**src/rtl/ahb_spi_flash_pkg.sv**
```systemverilog
// Shared codes for the SPI-flash command sequencer: request op codes,
// AHB driver order codes and the sequencer state encoding.
package ahb_spi_flash_pkg;

   localparam logic [1:0] OP_RD    = 2'd0;
   localparam logic [1:0] OP_ER_WR = 2'd1;
   localparam logic [1:0] OP_ER    = 2'd2;
   localparam logic [1:0] OP_WR    = 2'd3;

   localparam logic [1:0] ORD_ER = 2'd0;
   localparam logic [1:0] ORD_WR = 2'd1;
   localparam logic [1:0] ORD_RD = 2'd2;

   localparam logic [3:0] ST_IDLE     = 4'd0;
   localparam logic [3:0] ST_WAIT_ON  = 4'd1;
   localparam logic [3:0] ST_ER_ISSUE = 4'd2;
   localparam logic [3:0] ST_ER_WAIT  = 4'd3;
   localparam logic [3:0] ST_WR_ISSUE = 4'd4;
   localparam logic [3:0] ST_WR_WAIT  = 4'd5;
   localparam logic [3:0] ST_RD_ISSUE = 4'd6;
   localparam logic [3:0] ST_RD_WAIT  = 4'd7;
   localparam logic [3:0] ST_DONE     = 4'd8;

endpackage

```
**src/rtl/ahb_idle_edge_det.sv**
```systemverilog
// Registers the AHB driver idle level through two flops and flags the
// cycle on which the registered level rises from 0 to 1.
module ahb_idle_edge_det
   import ahb_spi_flash_pkg::*;
(
   input  logic clk,
   input  logic rst_n,
   input  logic idle,
   output logic rise
);

   logic [1:0] sync;
   logic       last;

   // Two-flop register of the idle level plus one history flop for the edge
   always_ff @(posedge clk or negedge rst_n) begin
      if (!rst_n) begin
         sync <= 2'b00;
         last <= 1'b0;
      end else begin
         sync <= {sync[0], idle};
         last <= sync[1];
      end
   end

   assign rise = sync[1] & ~last;

endmodule

```
**src/rtl/ahb_spi_flash_seq.sv**
```systemverilog
// SPI-flash command sequencer: accepts one read / erase+write / erase /
// write request and breaks it into aligned erase, page-bounded program and
// size-capped read commands for the AHB flash command driver, one at a time.
// Optional build macro AHB_SPI_FLASH_SEQ_TIMEOUT_EN adds a per-command
// timeout that aborts the request and raises o_err.
module ahb_spi_flash_seq #(
   parameter int ADDR_W      = 32,
   parameter int LEN_W       = 32,
   parameter int ERASE_SIZE  = 65536,
   parameter int PAGE_SIZE   = 256,
   parameter int RD_CHUNK    = 4096,
   parameter int TIMEOUT_CYC = 2**24
) (
   input  logic              i_clk,
   input  logic              i_rst_n,
   input  logic              i_req_valid,
   output logic              o_req_ready,
   input  logic [1:0]        i_req_op,
   input  logic [ADDR_W-1:0] i_req_addr,
   input  logic [LEN_W-1:0]  i_req_len,
   output logic              o_busy,
   output logic              o_done,
   output logic              o_err,
   input  logic              i_flash_on,
   output logic              o_ahb_en,
   output logic [1:0]        o_ahb_order,
   output logic [ADDR_W-1:0] o_ahb_addrs,
   output logic [LEN_W-1:0]  o_ahb_lens,
   input  logic              i_ahb_idle
);

   import ahb_spi_flash_pkg::*;

   localparam logic [ADDR_W-1:0] ER_MASK   = ~ADDR_W'(ERASE_SIZE - 1);
   localparam logic [ADDR_W-1:0] ER_STEP   = ADDR_W'(ERASE_SIZE);
   localparam logic [ADDR_W-1:0] PAGE_MASK = ADDR_W'(PAGE_SIZE - 1);
   localparam logic [LEN_W-1:0]  PAGE_LEN  = LEN_W'(PAGE_SIZE);
   localparam logic [LEN_W-1:0]  RD_LEN    = LEN_W'(RD_CHUNK);
   localparam logic [LEN_W-1:0]  ER_LEN    = LEN_W'(ERASE_SIZE);

   logic [3:0]        state;
   logic [1:0]        op_q;
   logic [ADDR_W-1:0] cur_addr;
   logic [ADDR_W-1:0] er_addr;
   logic [ADDR_W-1:0] er_last;
   logic [LEN_W-1:0]  remaining;
   logic              er_pending;

   logic              cmd_en;
   logic [1:0]        cmd_order;
   logic [ADDR_W-1:0] cmd_addr;
   logic [LEN_W-1:0]  cmd_len;

   logic              idle_rise;
   logic              accept;
   logic              in_wait;
   logic              cmd_done;
   logic              advance;
   logic              park;
   logic              has_data;
   logic              launch;
   logic              timeout_fire;
   logic [LEN_W-1:0]  page_room;
   logic [LEN_W-1:0]  wr_chunk;
   logic [LEN_W-1:0]  rd_chunk;
   logic [LEN_W-1:0]  data_chunk;

   ahb_idle_edge_det u_idle_edge (
      .clk   (i_clk),
      .rst_n (i_rst_n),
      .idle  (i_ahb_idle),
      .rise  (idle_rise)
   );

   assign accept = (state == ST_IDLE) && i_req_valid;

   // Decide whether the next command may go out and size the next data chunk
   always_comb begin
      in_wait    = (state == ST_ER_WAIT) || (state == ST_WR_WAIT) || (state == ST_RD_WAIT);
      cmd_done   = in_wait && idle_rise;
      advance    = ((state == ST_WAIT_ON) || cmd_done) && i_flash_on;
      park       = cmd_done && !i_flash_on;
      has_data   = (op_q != OP_ER) && (remaining != '0);
      launch     = advance && (er_pending || has_data);
      page_room  = PAGE_LEN - LEN_W'(cur_addr & PAGE_MASK);
      wr_chunk   = (remaining < page_room) ? remaining : page_room;
      rd_chunk   = (remaining < RD_LEN) ? remaining : RD_LEN;
      data_chunk = (op_q == OP_RD) ? rd_chunk : wr_chunk;
   end

`ifdef AHB_SPI_FLASH_SEQ_TIMEOUT_EN
   localparam int TO_W = $clog2(TIMEOUT_CYC) + 1;

   logic [TO_W-1:0] to_cnt;
   logic            err;

   assign timeout_fire = ((state == ST_WAIT_ON) || in_wait) && !advance && !park &&
                         (to_cnt == TO_W'(TIMEOUT_CYC - 1));
   assign o_err = err;

   // Per-command age counter, restarted on every strobe, park and in IDLE;
   // it runs through the strobe cycle so an abort lands TIMEOUT_CYC after it
   always_ff @(posedge i_clk or negedge i_rst_n) begin
      if (!i_rst_n) begin
         to_cnt <= '0;
      end else if ((state == ST_IDLE) || launch || park) begin
         to_cnt <= '0;
      end else begin
         to_cnt <= to_cnt + 1'b1;
      end
   end

   // Sticky abort flag, cleared when the next request is taken
   always_ff @(posedge i_clk or negedge i_rst_n) begin
      if (!i_rst_n) begin
         err <= 1'b0;
      end else if (accept) begin
         err <= 1'b0;
      end else if (timeout_fire) begin
         err <= 1'b1;
      end
   end
`else
   assign timeout_fire = 1'b0;
   assign o_err        = 1'b0;
`endif

   // Main sequencer: request capture, command launch and progress tracking
   always_ff @(posedge i_clk or negedge i_rst_n) begin
      if (!i_rst_n) begin
         state      <= ST_IDLE;
         op_q       <= OP_RD;
         cur_addr   <= '0;
         er_addr    <= '0;
         er_last    <= '0;
         remaining  <= '0;
         er_pending <= 1'b0;
         cmd_en     <= 1'b0;
         cmd_order  <= ORD_ER;
         cmd_addr   <= '0;
         cmd_len    <= '0;
      end else begin
         cmd_en <= 1'b0;
         if (advance) begin
            if (er_pending) begin
               cmd_en     <= 1'b1;
               cmd_order  <= ORD_ER;
               cmd_addr   <= er_addr;
               cmd_len    <= ER_LEN;
               er_addr    <= er_addr + ER_STEP;
               er_pending <= (er_addr != er_last);
               state      <= ST_ER_ISSUE;
            end else if (has_data) begin
               cmd_en    <= 1'b1;
               cmd_order <= (op_q == OP_RD) ? ORD_RD : ORD_WR;
               cmd_addr  <= cur_addr;
               cmd_len   <= data_chunk;
               cur_addr  <= cur_addr + ADDR_W'(data_chunk);
               remaining <= remaining - data_chunk;
               state     <= (op_q == OP_RD) ? ST_RD_ISSUE : ST_WR_ISSUE;
            end else begin
               state <= ST_DONE;
            end
         end else if (park) begin
            state <= ST_WAIT_ON;
         end else if (timeout_fire) begin
            state <= ST_DONE;
         end else begin
            case (state)
               ST_IDLE: begin
                  if (accept) begin
                     op_q       <= i_req_op;
                     cur_addr   <= i_req_addr;
                     remaining  <= i_req_len;
                     er_addr    <= i_req_addr & ER_MASK;
                     er_last    <= (i_req_addr + ADDR_W'(i_req_len) - ADDR_W'(1)) & ER_MASK;
                     er_pending <= (i_req_op == OP_ER_WR) || (i_req_op == OP_ER);
                     state      <= (i_req_len == '0) ? ST_DONE : ST_WAIT_ON;
                  end
               end
               ST_ER_ISSUE: state <= ST_ER_WAIT;
               ST_WR_ISSUE: state <= ST_WR_WAIT;
               ST_RD_ISSUE: state <= ST_RD_WAIT;
               ST_DONE:     state <= ST_IDLE;
               default:     state <= state;
            endcase
         end
      end
   end

   assign o_req_ready = (state == ST_IDLE);
   assign o_busy      = (state != ST_IDLE);
   assign o_done      = (state == ST_DONE);
   assign o_ahb_en    = cmd_en;
   assign o_ahb_order = cmd_order;
   assign o_ahb_addrs = cmd_addr;
   assign o_ahb_lens  = cmd_len;

endmodule
```
**config.mk**
```make
export PLATFORM = sky130hd
export DESIGN_NAME = ahb_spi_flash_seq
export DESIGN_NICKNAME = d
export VERILOG_FILES = /design/src/rtl/ahb_spi_flash_pkg.sv /design/src/rtl/ahb_idle_edge_det.sv /design/src/rtl/ahb_spi_flash_seq.sv
export SDC_FILE = /design/constraint.sdc
export NUM_CORES = 1
export LEC_CHECK = 0
export ABC_CLOCK_PERIOD_IN_PS = 4800
export CAP_MARGIN = 15
export CORE_ASPECT_RATIO = 1.25
export CORE_MARGIN = 10
export CORE_UTILIZATION = 50
export CTS_CLUSTER_DIAMETER = 30
export DETAILED_ROUTE_END_ITERATION = 8
export PLACE_DENSITY = 0.74
export SYNTH_ARGS = -nofsm -noshare
export SYNTH_HDL_FRONTEND = slang
export SYNTH_SLANG_ARGS = --single-unit
export TNS_END_PERCENT = 50
```
**constraint.sdc**
```tcl
create_clock -name i_clk -period 4.8 [get_ports i_clk]
set_clock_uncertainty 0.15 [all_clocks]
set_input_delay 0.72 -clock i_clk [delete_from_list [all_inputs] [get_ports i_clk]]
set_output_delay 0.72 -clock i_clk [all_outputs]
set_load 0.01 [all_outputs]
```
==> Flow_metrics.wiki <==
{| class="wikitable"
! Metric !! Value
|-
| Max_cap viols || 0
|-
| Combinational Power Share || 69.6%
|-
| Register area share after synthesis || 32.5%
|-
| Static Leak || 8.20 nW
|-
| Hold Path Origin || u_idle_edge.sync[0]$_DFF_PN0_
|-
| Portion of total power attributed to the clock network || 10.5%
|-
| Max Fanout on Critical Path || 6
|-
| Share of synthesized cell area in and, or, nand and nor gates || 17.1%
|-
| Die span in y || 203 µm
|-
| Worst min path class || reg2reg
|-
| Async set-or-reset flop fraction in the synthesized netlist || 100%
|-
| Tightest slew margin relative to the limit || 29.7%
|-
| Length in cells of the worst reg-to-reg path || 22
|-
| Bufs on Longest Clock Path || 2
|-
| Cell chosen for the clock root || sky130_fd_sc_hd__clkbuf_16
|-
| Hold Path Depth || 0
|-
| Overflow left after global routing || 0
|-
| WL per Instance || 20.4 µm
|-
| Latest clock arrival within the worst-skew pair || 0.45 ns
|-
| Drt first-iter violations || 1038
|-
| Violated checks || negative setup slack
|-
| Slack of the critical path || -0.309 ns
|-
| Final worst path period need || 5.11 ns
|-
| Final clock period utilization by the worst path || 106%
|-
| Status || complete, but fails checks
|-
| Area enclosed by the die boundary || 33600 µm²
|-
| Area growth, synth to finish || 32.0%
|-
| HPWL reported at the end of detailed placement || 33.7 mm
|-
| Worst reg2reg path endpoint || remaining[31]$_DFFE_PN0P_
|-
| Number of failing hold endpoints at the final stage || 0
|-
| Synthesized-area fraction occupied by xor and xnor cells || 5.46%
|-
| Clk sinks || 173
|-
| Worst Setup End Kind || flip-flop
|-
| Inserted Diodes || 0
|-
| Internal power summed over all cells || 0.00726 W
|-
| Overall Global Routing Usage || 25.7%
|-
| Area used by multi-input combinational logic || 9060 µm²
|-
| Row count || 66
|-
| Count of flip-flops with a built-in enable after synthesis || 0
|-
| Remaining routing DRC violations || 0
|-
| Clock buffer count from CTS || 17
|-
| Number of nets still failing antenna checks after routing || 0
|-
| Final-stage net count || 2093
|-
| Quantity of I/O buffers inserted on ports || 140
|-
| Last weighted congestion value of the routability-driven placer || 0.986
|-
| Setup slack on the worst flop-to-flop path || -0.31 ns
|-
| Power density over the cells || 770 nW/µm²
|-
| WP data required || 4.99 ns
|-
| Initial Util || 50.9%
|-
| Wire length of the first global-routing pass || 70.2 mm
|-
| Reg clk slew, reported paths || 0.07 ns
|-
| Max-slew violation count || 0
|-
| Width of the die || 166 µm
|-
| Main combinational cell family by area after synthesis || compound AO/OA/AOI/OAI gates
|-
| Fraction of the mapped netlist area in compound gates || 23.4%
|-
| Floorplan core area || 26200 µm²
|-
| Peak clock frequency supported by timing || 196 MHz
|-
| First drt pass iteration count || 6
|-
| Filler instances || 2120
|-
| Critical path arrival || 5.30 ns
|-
| Netlist cell types || 82
|-
| Total routed wirelength || 45.8 mm
|-
| Accumulated negative setup slack || -2.16 ns
|-
| Met2 layer wire length in the routed design || 22.1 mm
|-
| Final Util || 67.2%
|-
| Flip-flop and latch count after synthesis || 173
|-
| Crit path launch type || flip-flop
|-
| Most common library cell in the layout ignoring fill and taps || sky130_fd_sc_hd__nand2_1
|-
| Switching power || 0.00629 W
|-
| Clock tree from TritonCTS || done
|-
| Share of cells above drive strength 1 || 17.7%
|-
| Via density || 5.88
|-
| Vias in the first global route || 13229
|-
| Metal3 WL || 3.11 mm
|-
| Depth of the CTS H-tree || 4
|-
| Sequential fraction of design power || 20.0%
|-
| Number of antenna violations at the first check in global routing || 0
|-
| Max rail drop VDD || 0.000452 V
|-
| Post-synthesis instance area || 13300 µm²
|-
| Cells after Synth || 1615
|-
| Most frequently used flop master after synthesis || sky130_fd_sc_hd__dfrtp_1
|-
| Final Setup Violations || 23
|-
| Highest metal layer with signal wires || met4
|-
| Mux cell area share after synthesis || 2.36%
|-
| Commonest non-fill, non-tap cells in the layout || 180 x sky130_fd_sc_hd__nand2_1, 170 x sky130_fd_sc_hd__dfrtp_1, 146 x sky130_fd_sc_hd__inv_1, 139 x sky130_fd_sc_hd__clkdlybuf4s50_1, 138 x sky130_fd_sc_hd__buf_4
|-
| Flip-flop and latch area || 4330 µm²
|-
| Wire length on met1 || 18.0 mm
|-
| RSZ-0062 raised after global routing || yes
|-
| Startpoint-to-endpoint class of the critical path || reg2reg
|-
| Number of vias after detailed routing || 13189
|-
| Reg-to-Reg Start || cur_addr[0]$_DFFE_PN0P_
|-
| Boundary pin count || 142
|-
| Pin count of the biggest net entering global routing || 92
|-
| Transition at the pin with the smallest max-transition slack || 1.05 ns
|-
| Hold buffer count at cts || 0
|-
| Warnings, synthesis || 0
|-
| Worst hold margin || 0.201 ns
|-
| Switching share of total power || 46.4%
|-
| End point of the worst hold path || u_idle_edge.sync[1]$_DFF_PN0_
|-
| Adder-cell area share of the yosys netlist || 12.6%
|-
| Syn Area/Cell || 8.25 µm²
|}
logic make-up (layout without fill, tap and decap cells):
| kind of cell | count (synthesis) | after routing |
|---|---|---|
| buffers and inverters | 222 | 474 |
| other | 2 | 37 |
| muxes | 30 | 30 |
| AOI/OAI and AO/OA | 484 | 484 |
| DFF | 173 | 173 |
| adders and majority gates | 133 | 133 |
| xor gates and xnor gates | 83 | 83 |
| and+or+nand+nor | 488 | 488 |
worst max-delay path by stage:
stage	from	to	depth (start not counted)
6_report	cur_addr[0]$_DFFE_PN0P_	remaining[31]$_DFFE_PN0P_	22
5_1_grt	cur_addr[0]$_DFFE_PN0P_	remaining[31]$_DFFE_PN0P_	22
4_1_cts	cur_addr[2]$_DFFE_PN0P_	remaining[31]$_DFFE_PN0P_	23
3_5_place_dp	cur_addr[4]$_DFFE_PN0P_	remaining[31]$_DFFE_PN0P_	22
3_3_place_gp	cur_addr[4]$_DFFE_PN0P_	remaining[16]$_DFFE_PN0P_	22
2_1_floorplan	cur_addr[0]$_DFFE_PN0P_	remaining[31]$_DFFE_PN0P_	23
flip-flops by register name, summed over array words and instances (netlist names), 4 cells and up:
signal	cells
remaining	32
er_addr	16
er_last	16
o_ahb_addrs	32
o_ahb_lens	32
state	4
cur_addr	32
cells in the mapped netlist, drive strengths merged (3+ instances only):
master	count	area, µm²
o21a	13	97.6
dfrtp	173	4330
o21ai	124	632
a22o	20	175
a221oi	4	58.8
buf	20	106
nor3b	7	52.6
nor2b	11	68.8
o211ai	15	118
mux2	8	93.8
o22ai	9	56.3
a311oi	4	35.0
clkbuf	51	194
nand3	25	125
and3	16	100
nand2b	10	62.6
a221o	5	50.1
xnor2	41	359
a31oi	26	163
a21oi	147	743
or2	11	71.3
nor3	40	205
and2	29	181
inv	151	567
o21bai	8	63.8
mux2i	22	220
o41ai	3	33.8
or3	4	25.0
nand2	185	694
a2111oi	3	51.3
o311ai	7	61.3
nor4	19	119
a21o	51	383
ha	131	1640
o31ai	7	71.3
nor2	108	408
xor2	42	368
nand4	16	106
a211oi	16	130
a21boi	4	30.0
power groups by stage:
stage               sequential [W]  combinational (W)  clock [W]
CTS                        0.00266            0.00828    0.00144
global route               0.00278             0.0102    0.00150
floorplan                  0.00256            0.00492          0
finish                     0.00271            0.00943    0.00142
detailed placement         0.00267            0.00770          0
global placement           0.00265            0.00756          0
worst max-delay path, cell delays in order (launching register included):
cell and delay, ns:
sky130_fd_sc_hd__dfrtp_1 0.39, sky130_fd_sc_hd__buf_4 0.19, sky130_fd_sc_hd__nor3_1 0.23, sky130_fd_sc_hd__nand2_1 0.13
sky130_fd_sc_hd__xnor2_1 0.33, sky130_fd_sc_hd__ha_1 0.22, sky130_fd_sc_hd__nand2_1 0.06, sky130_fd_sc_hd__a41o_1 0.24
sky130_fd_sc_hd__o31ai_1 0.06, sky130_fd_sc_hd__buf_4 0.19, sky130_fd_sc_hd__buf_12 0.12, sky130_fd_sc_hd__mux2_2 0.34
sky130_fd_sc_hd__or2_4 0.24, sky130_fd_sc_hd__ha_4 0.26, sky130_fd_sc_hd__a21o_1 0.17, sky130_fd_sc_hd__a21oi_2 0.18
sky130_fd_sc_hd__o21ai_2 0.09, sky130_fd_sc_hd__o31ai_4 0.38, sky130_fd_sc_hd__o31ai_4 0.10, sky130_fd_sc_hd__a211oi_2 0.27
sky130_fd_sc_hd__o21bai_2 0.09, sky130_fd_sc_hd__a211oi_2 0.22, sky130_fd_sc_hd__mux2_4 0.32
cell type report:
type | instances | area share [%]
multi-input combinational | 1255 | 51.5
sequential | 173 | 24.6
timing repair buffer | 291 | 14.8
inverter | 151 | 3.24
clock buffer | 18 | 2.50
tap | 340 | 2.42
clock inverter | 14 | 0.854
metal layers:
layer / vias to the layer above / GRT usage, %
li1: 6208 / -
met1: 6322 / 30.8
met5: - / 0
met4: 0 / 14.9
met3: 136 / 3.85
met2: 523 / 43.1
timing repair:
item                       in CTS  in global routing
pin swaps                      38                 68
setup endpoints to repair      35                 51
setup buffers                  32                 10
resized for setup              58                116
stage by stage:
stage	setup WS, ns	total power, W	std cells	instance area [µm²]
floorplan	0.00473	0.00748	1650	13500
global placement	-0.221	0.0102	2170	15900
detailed placement	-0.288	0.0104	2170	15900
CTS	-0.180	0.0124	2233	17000
global route	-0.417	0.0145	2242	17600
finish	-0.309	0.0136	2242	17600
Note: power is estimated with default switching activity, not from simulation.
